File: config.mk
export PLATFORM = sky130hd
export DESIGN_NAME = sau_odd_pipe_flat
export DESIGN_NICKNAME = d
export VERILOG_FILES = /design/src/rtl/sau_pkg.sv /design/src/rtl/sau_odd_pipe_if.sv /design/src/rtl/sau_coef_net.sv /design/src/rtl/sau_odd_pipe.sv /design/src/flat_wrapper.sv
export SDC_FILE = /design/constraint.sdc
export NUM_CORES = 1
export LEC_CHECK = 0
export ABC_AREA = 1
export CORE_MARGIN = 2
export CORE_UTILIZATION = 57
export CTS_CLUSTER_SIZE = 14
export DETAILED_ROUTE_END_ITERATION = 8
export PLACE_DENSITY = 0.83
export SLEW_MARGIN = 20
export SYNTH_ARGS = -nofsm -noshare
export SYNTH_HDL_FRONTEND = slang
export SYNTH_SLANG_ARGS = --single-unit
File: constraint.sdc
create_clock -name clk -period 3.3 [get_ports clk]
set_input_delay 0.66 -clock clk [delete_from_list [all_inputs] [get_ports clk]]
set_output_delay 0.66 -clock clk [all_outputs]
set_load 0.005 [all_outputs]
File: src/rtl/sau_pkg.sv
// Shared types and constants for the shift-add DCT-II constant-multiplier unit.
// Latency: n/a (types and constants only).
// Backpressure: n/a.
package sau_pkg;

  localparam int SAU_LANES = 8;

  typedef enum logic [1:0] {
    SAU_ODD16 = 2'd0,
    SAU_ODD8  = 2'd1,
    SAU_EVEN4 = 2'd2,
    SAU_RSVD  = 2'd3
  } sau_mode_e;

  // Coefficient table indexed [mode][lane]; the datapath builds these from
  // shifts and adds, the table is the arithmetic reference.
  localparam int SAU_COEF [4][8] = '{
    '{90, 87, 80, 70, 57, 43, 25, 9},
    '{89, 75, 50, 18,  0,  0,  0, 0},
    '{64, 83, 36,  0,  0,  0,  0, 0},
    '{ 0,  0,  0,  0,  0,  0,  0, 0}
  };

endpackage

File: src/rtl/sau_odd_pipe_if.sv
// Sample-in / products-out handshake bundle for sau_odd_pipe.
// Latency: n/a (wiring only).
// Backpressure: valid/ready on both sides; slave is the multiplier unit.
interface sau_odd_pipe_if #(
  parameter int IN_W  = 11,
  parameter int OUT_W = 20
);
  import sau_pkg::*;

  logic                                in_valid;
  logic                                in_ready;
  logic signed [IN_W-1:0]              in_x;
  logic [1:0]                          in_mode;
  logic                                out_valid;
  logic                                out_ready;
  logic [SAU_LANES-1:0][OUT_W-1:0]     out_p;
  logic [1:0]                          out_mode;

  modport master (
    output in_valid, in_x, in_mode, out_ready,
    input  in_ready, out_valid, out_p, out_mode
  );

  modport slave (
    input  in_valid, in_x, in_mode, out_ready,
    output in_ready, out_valid, out_p, out_mode
  );

endinterface

File: src/rtl/sau_coef_net.sv
// Combinational shift/add lane network: shared partial terms + mode -> 8 lane products.
// Latency: 0 cycles (purely combinational).
// Backpressure: none; the enclosing pipeline owns the handshake.
module sau_coef_net
  import sau_pkg::*;
#(
  parameter int OUT_W = 20
) (
  input  logic signed [OUT_W-1:0]          x_i,
  input  logic signed [OUT_W-1:0]          x3_i,
  input  logic signed [OUT_W-1:0]          x5_i,
  input  logic signed [OUT_W-1:0]          x9_i,
  input  logic signed [OUT_W-1:0]          x35_i,
  input  sau_mode_e                        mode_i,
  output logic [SAU_LANES-1:0][OUT_W-1:0]  lane_o
);

  logic signed [OUT_W-1:0] p90, p87, p80, p70, p57, p43, p25, p9;
  logic signed [OUT_W-1:0] p89, p75, p50, p18;
  logic signed [OUT_W-1:0] p64, p83, p36;

  // ODD16 set
  assign p90 = (x5_i <<< 4) + (x5_i <<< 1);   // 80x + 10x
  assign p87 = (x3_i <<< 5) - x9_i;           // 96x - 9x
  assign p80 = x5_i <<< 4;
  assign p70 = x35_i <<< 1;
  assign p57 = (x3_i <<< 4) + x9_i;           // 48x + 9x
  assign p43 = x35_i + (x_i <<< 3);           // 35x + 8x
  assign p25 = (x5_i <<< 2) + x5_i;           // 20x + 5x
  assign p9  = x9_i;

  // ODD8 set
  assign p89 = (x5_i <<< 4) + x9_i;           // 80x + 9x
  assign p75 = (x5_i <<< 4) - x5_i;           // 80x - 5x
  assign p50 = (x5_i <<< 3) + (x5_i <<< 1);   // 40x + 10x
  assign p18 = x9_i <<< 1;

  // EVEN4 set
  assign p64 = x_i <<< 6;
  assign p83 = (x5_i <<< 4) + x3_i;           // 80x + 3x
  assign p36 = x9_i <<< 2;

  // Route the mode's products onto the lanes; unused lanes and reserved mode read 0
  always_comb begin
    lane_o = '0;
    case (mode_i)
      SAU_ODD16: begin
        lane_o[0] = p90;
        lane_o[1] = p87;
        lane_o[2] = p80;
        lane_o[3] = p70;
        lane_o[4] = p57;
        lane_o[5] = p43;
        lane_o[6] = p25;
        lane_o[7] = p9;
      end
      SAU_ODD8: begin
        lane_o[0] = p89;
        lane_o[1] = p75;
        lane_o[2] = p50;
        lane_o[3] = p18;
      end
      SAU_EVEN4: begin
        lane_o[0] = p64;
        lane_o[1] = p83;
        lane_o[2] = p36;
      end
      default: begin
        lane_o = '0;
      end
    endcase
  end

endmodule

File: src/rtl/sau_odd_pipe.sv
// Two-stage shift-add DCT-II constant multiplier (one sample x mode coefficient set); optional rounding via SAU_ROUND_EN.
// Latency: 2 cycles from input transfer to out_valid; 1 sample/cycle throughput.
// Backpressure: skid-free valid/ready, 2 samples in flight; in_ready is combinational from out_ready.
module sau_odd_pipe
  import sau_pkg::*;
#(
  parameter int IN_W  = 11,
  parameter int OUT_W = 20,
  parameter int SHIFT = 0
) (
  input  logic         clk,
  input  logic         rst_n,
  sau_odd_pipe_if.slave bus
);

  // Widths below IN_W+7 would overflow the 96x intermediate term
  if (OUT_W < IN_W + 7) begin : g_bad_out_w
    $error("sau_odd_pipe: OUT_W must be at least IN_W+7");
  end
  if (SHIFT < 0 || SHIFT >= OUT_W) begin : g_bad_shift
    $error("sau_odd_pipe: SHIFT out of range");
  end

  logic s1_adv, s2_adv;

  logic                    s1_valid_q, s1_valid_d;
  sau_mode_e               s1_mode_q,  s1_mode_d;
  logic signed [OUT_W-1:0] x_q,   x_d;
  logic signed [OUT_W-1:0] x3_q,  x3_d;
  logic signed [OUT_W-1:0] x5_q,  x5_d;
  logic signed [OUT_W-1:0] x9_q,  x9_d;
  logic signed [OUT_W-1:0] x35_q, x35_d;

  logic                             s2_valid_q, s2_valid_d;
  sau_mode_e                        out_mode_q, out_mode_d;
  logic [SAU_LANES-1:0][OUT_W-1:0]  out_p_q,    out_p_d;

  logic signed [OUT_W-1:0] x_ext, x3_ext, x5_ext, x9_ext, x35_ext;
  logic [SAU_LANES-1:0][OUT_W-1:0] lane_raw, lane_fin;

  // Handshake: a stage advances when it is empty or its consumer advances
  assign s2_adv       = !s2_valid_q || bus.out_ready;
  assign s1_adv       = !s1_valid_q || s2_adv;
  assign bus.in_ready = s1_adv;

  // Sign-extend before any shift so the partial terms cannot overflow
  assign x_ext   = OUT_W'(bus.in_x);
  assign x3_ext  = (x_ext <<< 1) + x_ext;
  assign x5_ext  = (x_ext <<< 2) + x_ext;
  assign x9_ext  = (x_ext <<< 3) + x_ext;
  assign x35_ext = (x_ext <<< 5) + x3_ext;

  sau_coef_net #(
    .OUT_W (OUT_W)
  ) u_coef_net (
    .x_i    (x_q),
    .x3_i   (x3_q),
    .x5_i   (x5_q),
    .x9_i   (x9_q),
    .x35_i  (x35_q),
    .mode_i (s1_mode_q),
    .lane_o (lane_raw)
  );

`ifdef SAU_ROUND_EN
  if (SHIFT > 0) begin : g_round
    localparam logic signed [OUT_W-1:0] HALF = {{(OUT_W-1){1'b0}}, 1'b1} << (SHIFT - 1);
    // Add half an output LSB, then floor with an arithmetic shift
    always_comb begin
      lane_fin = '0;
      for (int i = 0; i < SAU_LANES; i++) begin
        lane_fin[i] = ($signed(lane_raw[i]) + HALF) >>> SHIFT;
      end
    end
  end else begin : g_no_round
    assign lane_fin = lane_raw;
  end
`else
  assign lane_fin = lane_raw;
`endif

  // Next-state for both stages; payload registers move only on a real transfer
  always_comb begin
    s1_valid_d = s1_valid_q;
    s1_mode_d  = s1_mode_q;
    x_d        = x_q;
    x3_d       = x3_q;
    x5_d       = x5_q;
    x9_d       = x9_q;
    x35_d      = x35_q;
    s2_valid_d = s2_valid_q;
    out_mode_d = out_mode_q;
    out_p_d    = out_p_q;

    if (s1_adv) begin
      s1_valid_d = bus.in_valid;
      if (bus.in_valid) begin
        s1_mode_d = sau_mode_e'(bus.in_mode);
        x_d       = x_ext;
        x3_d      = x3_ext;
        x5_d      = x5_ext;
        x9_d      = x9_ext;
        x35_d     = x35_ext;
      end
    end

    if (s2_adv) begin
      s2_valid_d = s1_valid_q;
      if (s1_valid_q) begin
        out_mode_d = s1_mode_q;
        out_p_d    = lane_fin;
      end
    end
  end

  // Pipeline registers; reset drops anything in flight
  always_ff @(posedge clk or negedge rst_n) begin
    if (!rst_n) begin
      s1_valid_q <= 1'b0;
      s1_mode_q  <= SAU_ODD16;
      x_q        <= '0;
      x3_q       <= '0;
      x5_q       <= '0;
      x9_q       <= '0;
      x35_q      <= '0;
      s2_valid_q <= 1'b0;
      out_mode_q <= SAU_ODD16;
      out_p_q    <= '0;
    end else begin
      s1_valid_q <= s1_valid_d;
      s1_mode_q  <= s1_mode_d;
      x_q        <= x_d;
      x3_q       <= x3_d;
      x5_q       <= x5_d;
      x9_q       <= x9_d;
      x35_q      <= x35_d;
      s2_valid_q <= s2_valid_d;
      out_mode_q <= out_mode_d;
      out_p_q    <= out_p_d;
    end
  end

  assign bus.out_valid = s2_valid_q;
  assign bus.out_p     = out_p_q;
  assign bus.out_mode  = out_mode_q;

endmodule

File: src/flat_wrapper.sv
// flat-port wrapper written by rule: the top's interface ports become plain ports
module sau_odd_pipe_flat import sau_pkg::*;
#(
  parameter int IN_W  = 11,
  parameter int OUT_W = 20,
  parameter int SHIFT = 0
)
  (clk, rst_n, bus_in_valid, bus_in_x, bus_in_mode, bus_out_ready, bus_in_ready, bus_out_valid, bus_out_p, bus_out_mode);
  sau_odd_pipe_if #(.IN_W(IN_W), .OUT_W(OUT_W)) bus_i ();
  input  logic clk;
  input  logic rst_n;
  input wire logic [$bits(bus_i.in_valid)-1:0] bus_in_valid;
  input wire logic [$bits(bus_i.in_x)-1:0] bus_in_x;
  input wire logic [$bits(bus_i.in_mode)-1:0] bus_in_mode;
  input wire logic [$bits(bus_i.out_ready)-1:0] bus_out_ready;
  output wire logic [$bits(bus_i.in_ready)-1:0] bus_in_ready;
  output wire logic [$bits(bus_i.out_valid)-1:0] bus_out_valid;
  output wire logic [$bits(bus_i.out_p)-1:0] bus_out_p;
  output wire logic [$bits(bus_i.out_mode)-1:0] bus_out_mode;
  assign bus_i.in_valid = bus_in_valid;
  assign bus_i.in_x = bus_in_x;
  assign bus_i.in_mode = bus_in_mode;
  assign bus_i.out_ready = bus_out_ready;
  assign bus_in_ready = bus_i.in_ready;
  assign bus_out_valid = bus_i.out_valid;
  assign bus_out_p = bus_i.out_p;
  assign bus_out_mode = bus_i.out_mode;
  sau_odd_pipe #(.IN_W(IN_W), .OUT_W(OUT_W), .SHIFT(SHIFT)) u_core (.clk(clk), .rst_n(rst_n), .bus(bus_i));
endmodule
==> results.md <==
- Outcome: finished clean
- RSZ-0062 raised after global routing: true
- VDD IR max: between 400 and 500 uV
- GP Congestion: 1.02
- Initial antenna violation count: 1
- Netlist cell types: between 40 and 50
- GRT overflow: 0
- FF+latch count, synth: 192
- Largest net degree at the start of global routing: slightly above 80
- CP most frequent cell: nand2_1
- P&R area growth vs syn: 21.5%
- H-tree levels: 4
- Synth Instances: between 2,000 and 2,500
- Async SR Flop Fraction: 1.00
- Highest Clock Rate: between 300 and 400 MHz
- Layout cell share with drive strength beyond 1: 0.0707
- Clk sinks: 192
- Number of primary I/O pins: roughly 180
- Pwr per Cell Area: slightly below 800 nW/um2
- Sequential share of the synthesized area: 0.333
- Final Skew: between 0.015 and 0.02 ns
- DP HPWL: about 40,000 um
- Tmin final: between 3 and 4 ns
- CTS tree: built
- Max-cap viol count: 0
- Drt pass-1 iters: 6
- CTS buffer count: 17
- Final #Nets: around 2,400
- Worst-Margin Slew: between 0.7 and 0.8 ns
- Post-CTS Hold Buffers: 0
- Input/output buffers: about 180
- Residual DRC count: 0
- Filler instances: about 2,200
- Post-route ant nets: 0
- Synth warn: 0
- Initial DRC count: around 1,700
- Die Ht: roughly 160 um
- Area contributors post-synth: dfrtp_1 (33%), nand2_1 (18%), ha_1 (11%)
- Critical Path AT: between 3 and 4 ns
- Max Slew Vio Count: 0
- Endpoints failing setup: 0
- Avg Inst Size Synth: approximately 6.9 um2
- CORE AREA: 25,000 um2
- EDFF count, synth: 0
- Clk buf depth: 2
- Startpoint types: input port
- Rows: just under 60
- Class of the worst hold path: input port to async pin
- Leak: approximately 0.0089 uW
- Critical path class: input port to flip-flop
- Skew-Pair Late Insertion Delay: approximately 0.46 ns
- CP required: around 3.6 ns
- Most frequent cell after synthesis: nand2_1
- Routed WL: around 50,000 um
- Via/cell ratio: between 5 and 6
- Via count: 15,300
- CP Max Fanout: 5
- Critical path's slowest cell: clkdlybuf4s50_1
- Worst path cell trace: clkdlybuf4s50_1 -> ha_2 -> a21oi_2 -> nand2_2 -> buf_4 -> nand2_1 -> nand2_1 -> a21oi_1 -> o21bai_1 -> ha_1 -> nand2_1 -> o211a_1 -> nand2_1 -> nand2_1 -> nand3_1 -> o21ai_0
- Total track usage: 0.389
- Hold WS: ~0.24 ns
- Top post-synthesis cells by count: nand2_1 (703), dfrtp_1 (192), inv_1 (185), nor2_1 (164), nand3_1 (159)
- Die area: 26,600 um2
- Antenna cells: 0
- Final hold viol count: 0
- Ys flop type: dfrtp_1
- Cell taking the most area after synthesis: dfrtp_1
- Initial Util: 0.577
- Post-synth top area share: 0.333
- Post-Syn Area: about 14,000 um2
- Setup TNS: 0 ns
- Final period util: 0.988
- Relative slew slack: 0.525
- Root Buffer: clkbuf_16
- CP peak stage delay: roughly 0.57 ns
- Vias in the first global route: between 10,000 and 15,000
- WL per Instance: roughly 20 um
- Die Wd: around 160 um
- Clock-pin slew on the worst setup and hold paths: roughly 0.090 ns
- Global-route wire length before repair: 79,300 um
- Setup crit end kind: flip-flop
[registers in the layout, summed over array words and instances (netlist names)]
| name | cells |
|---|---|
| u_core.bus.out_mode | 2 |
| u_core.x_q | 7 |
| u_core.x35_q | 17 |
| u_core.s1_mode_q | 2 |
| u_core.bus.out_p | 131 |
| u_core.x3_q | 7 |
| u_core.x5_q | 11 |
| u_core.x9_q | 13 |
| u_core.s1_valid_q | 1 |
| u_core.bus.out_valid | 1 |
[cell type report]
class	count	area (um2)	share of cell area
clock inverter	14	169	0.00962
tap	330	413	0.0235
timing repair buffer	268	2510	0.143
sequential	192	4800	0.274
clock buffer	17	425	0.0242
multi-input combinational	1603	8490	0.484
inverter	196	736	0.0419
[worst max-delay path, delay by kind of cell]
| kind | cells | cell delay (ns) |
|---|---|---|
| compound gates | 5 | 0.92 |
| fa+ha+maj | 2 | 0.73 |
| simple gates | 7 | 0.55 |
| buf+inv | 2 | 0.71 |
[report_power, final]
group,internal (uW),switching [uW],total [uW],leakage (uW)
Combinational,3210,4230,7440,0.00616
Sequential,3130,768,3890,0.00242
Clock,1080,1080,2160,0.000291
Total,7410,6080,13500,0.00887
[routing by layer]
layer  part of all wire  wire (um)  track usage
met1               0.42      21300        0.547
met2               0.43      22300        0.589
met3               0.10       5220       0.0615
met4              0.049       2500        0.183
met5                  0          0            0
[metrics by stage]
step                std cells  power [uW]  utilization  instance area, um2  setup WS, ns
finish                   2620       13500        0.701               17600        0.0395
CTS                      2616       13300        0.698               17500        0.0102
global placement         2585       11000        0.674               16900        -0.419
global route             2620       14400        0.701               17600        -0.121
floorplan                2080        7860            -               14500         0.267
detailed placement       2585       11200        0.674               16900        -0.506
[kinds of logic (layout without fill, tap and decap cells)]
kind of cell | Yosys count | in the layout | share of synthesized area
AOI/OAI and AO/OA | 340 | 340 | 0.134
xor gates and xnor gates | 28 | 28 | 0.0170
other | 1 | 2 | 0.000260
and+or+nand+nor | 1101 | 1101 | 0.313
DFF | 192 | 192 | 0.333
buffers and inverters | 285 | 495 | 0.0845
adders and majority gates | 132 | 132 | 0.119
[cells in the final DEF (no fill, tap or decap), drive strengths merged, types with 8 or more instances in the layout]
| cell | count |
|---|---|
| a22o | 15 |
| or2 | 13 |
| inv | 201 |
| a21oi | 122 |
| nand3 | 159 |
| o21ai | 130 |
| dfrtp | 192 |
| xnor2 | 9 |
| xor2 | 19 |
| fa | 9 |
| nor3 | 17 |
| nand2 | 703 |
| o21bai | 9 |
| buf | 90 |
| clkdlybuf4s50 | 176 |
| o211ai | 14 |
| o22ai | 11 |
| ha | 123 |
| clkbuf | 18 |
| clkinv | 8 |
| nor2 | 167 |
| nand4 | 31 |
[repair_timing]
item	in CTS	in global routing
endpoints found under the hold margin	0	0
buffers inserted	0	4
pin swaps	0	8
gates resized for setup	1	19
setup endpoints to repair	1	7
[final timing paths]
check | from | to | slack, ns | cells after the start
hold / removal | rst_n | u_core.bus.out_p[85]$_DFFE_PN0P_ | 0.24 | 1
setup / recovery | bus_in_x[4] | u_core.x35_q[13]$_DFFE_PN0P_ | 0.04 | 16
min in group clk | u_core.bus.out_p[37]$_DFFE_PN0P_ | u_core.bus.out_p[37]$_DFFE_PN0P_ | 0.48 | 2
setup reg to reg | u_core.s1_mode_q[0]$_DFFE_PN0P_ | u_core.bus.out_p[10]$_DFFE_PN0P_ | 0.29 | 13
hold reg to reg | u_core.bus.out_p[37]$_DFFE_PN0P_ | u_core.bus.out_p[37]$_DFFE_PN0P_ | 0.48 | 2
max in group asynchronous | rst_n | u_core.x9_q[9]$_DFFE_PN0P_ | 2.25 | 2
Power figures use the tool's default switching activity.
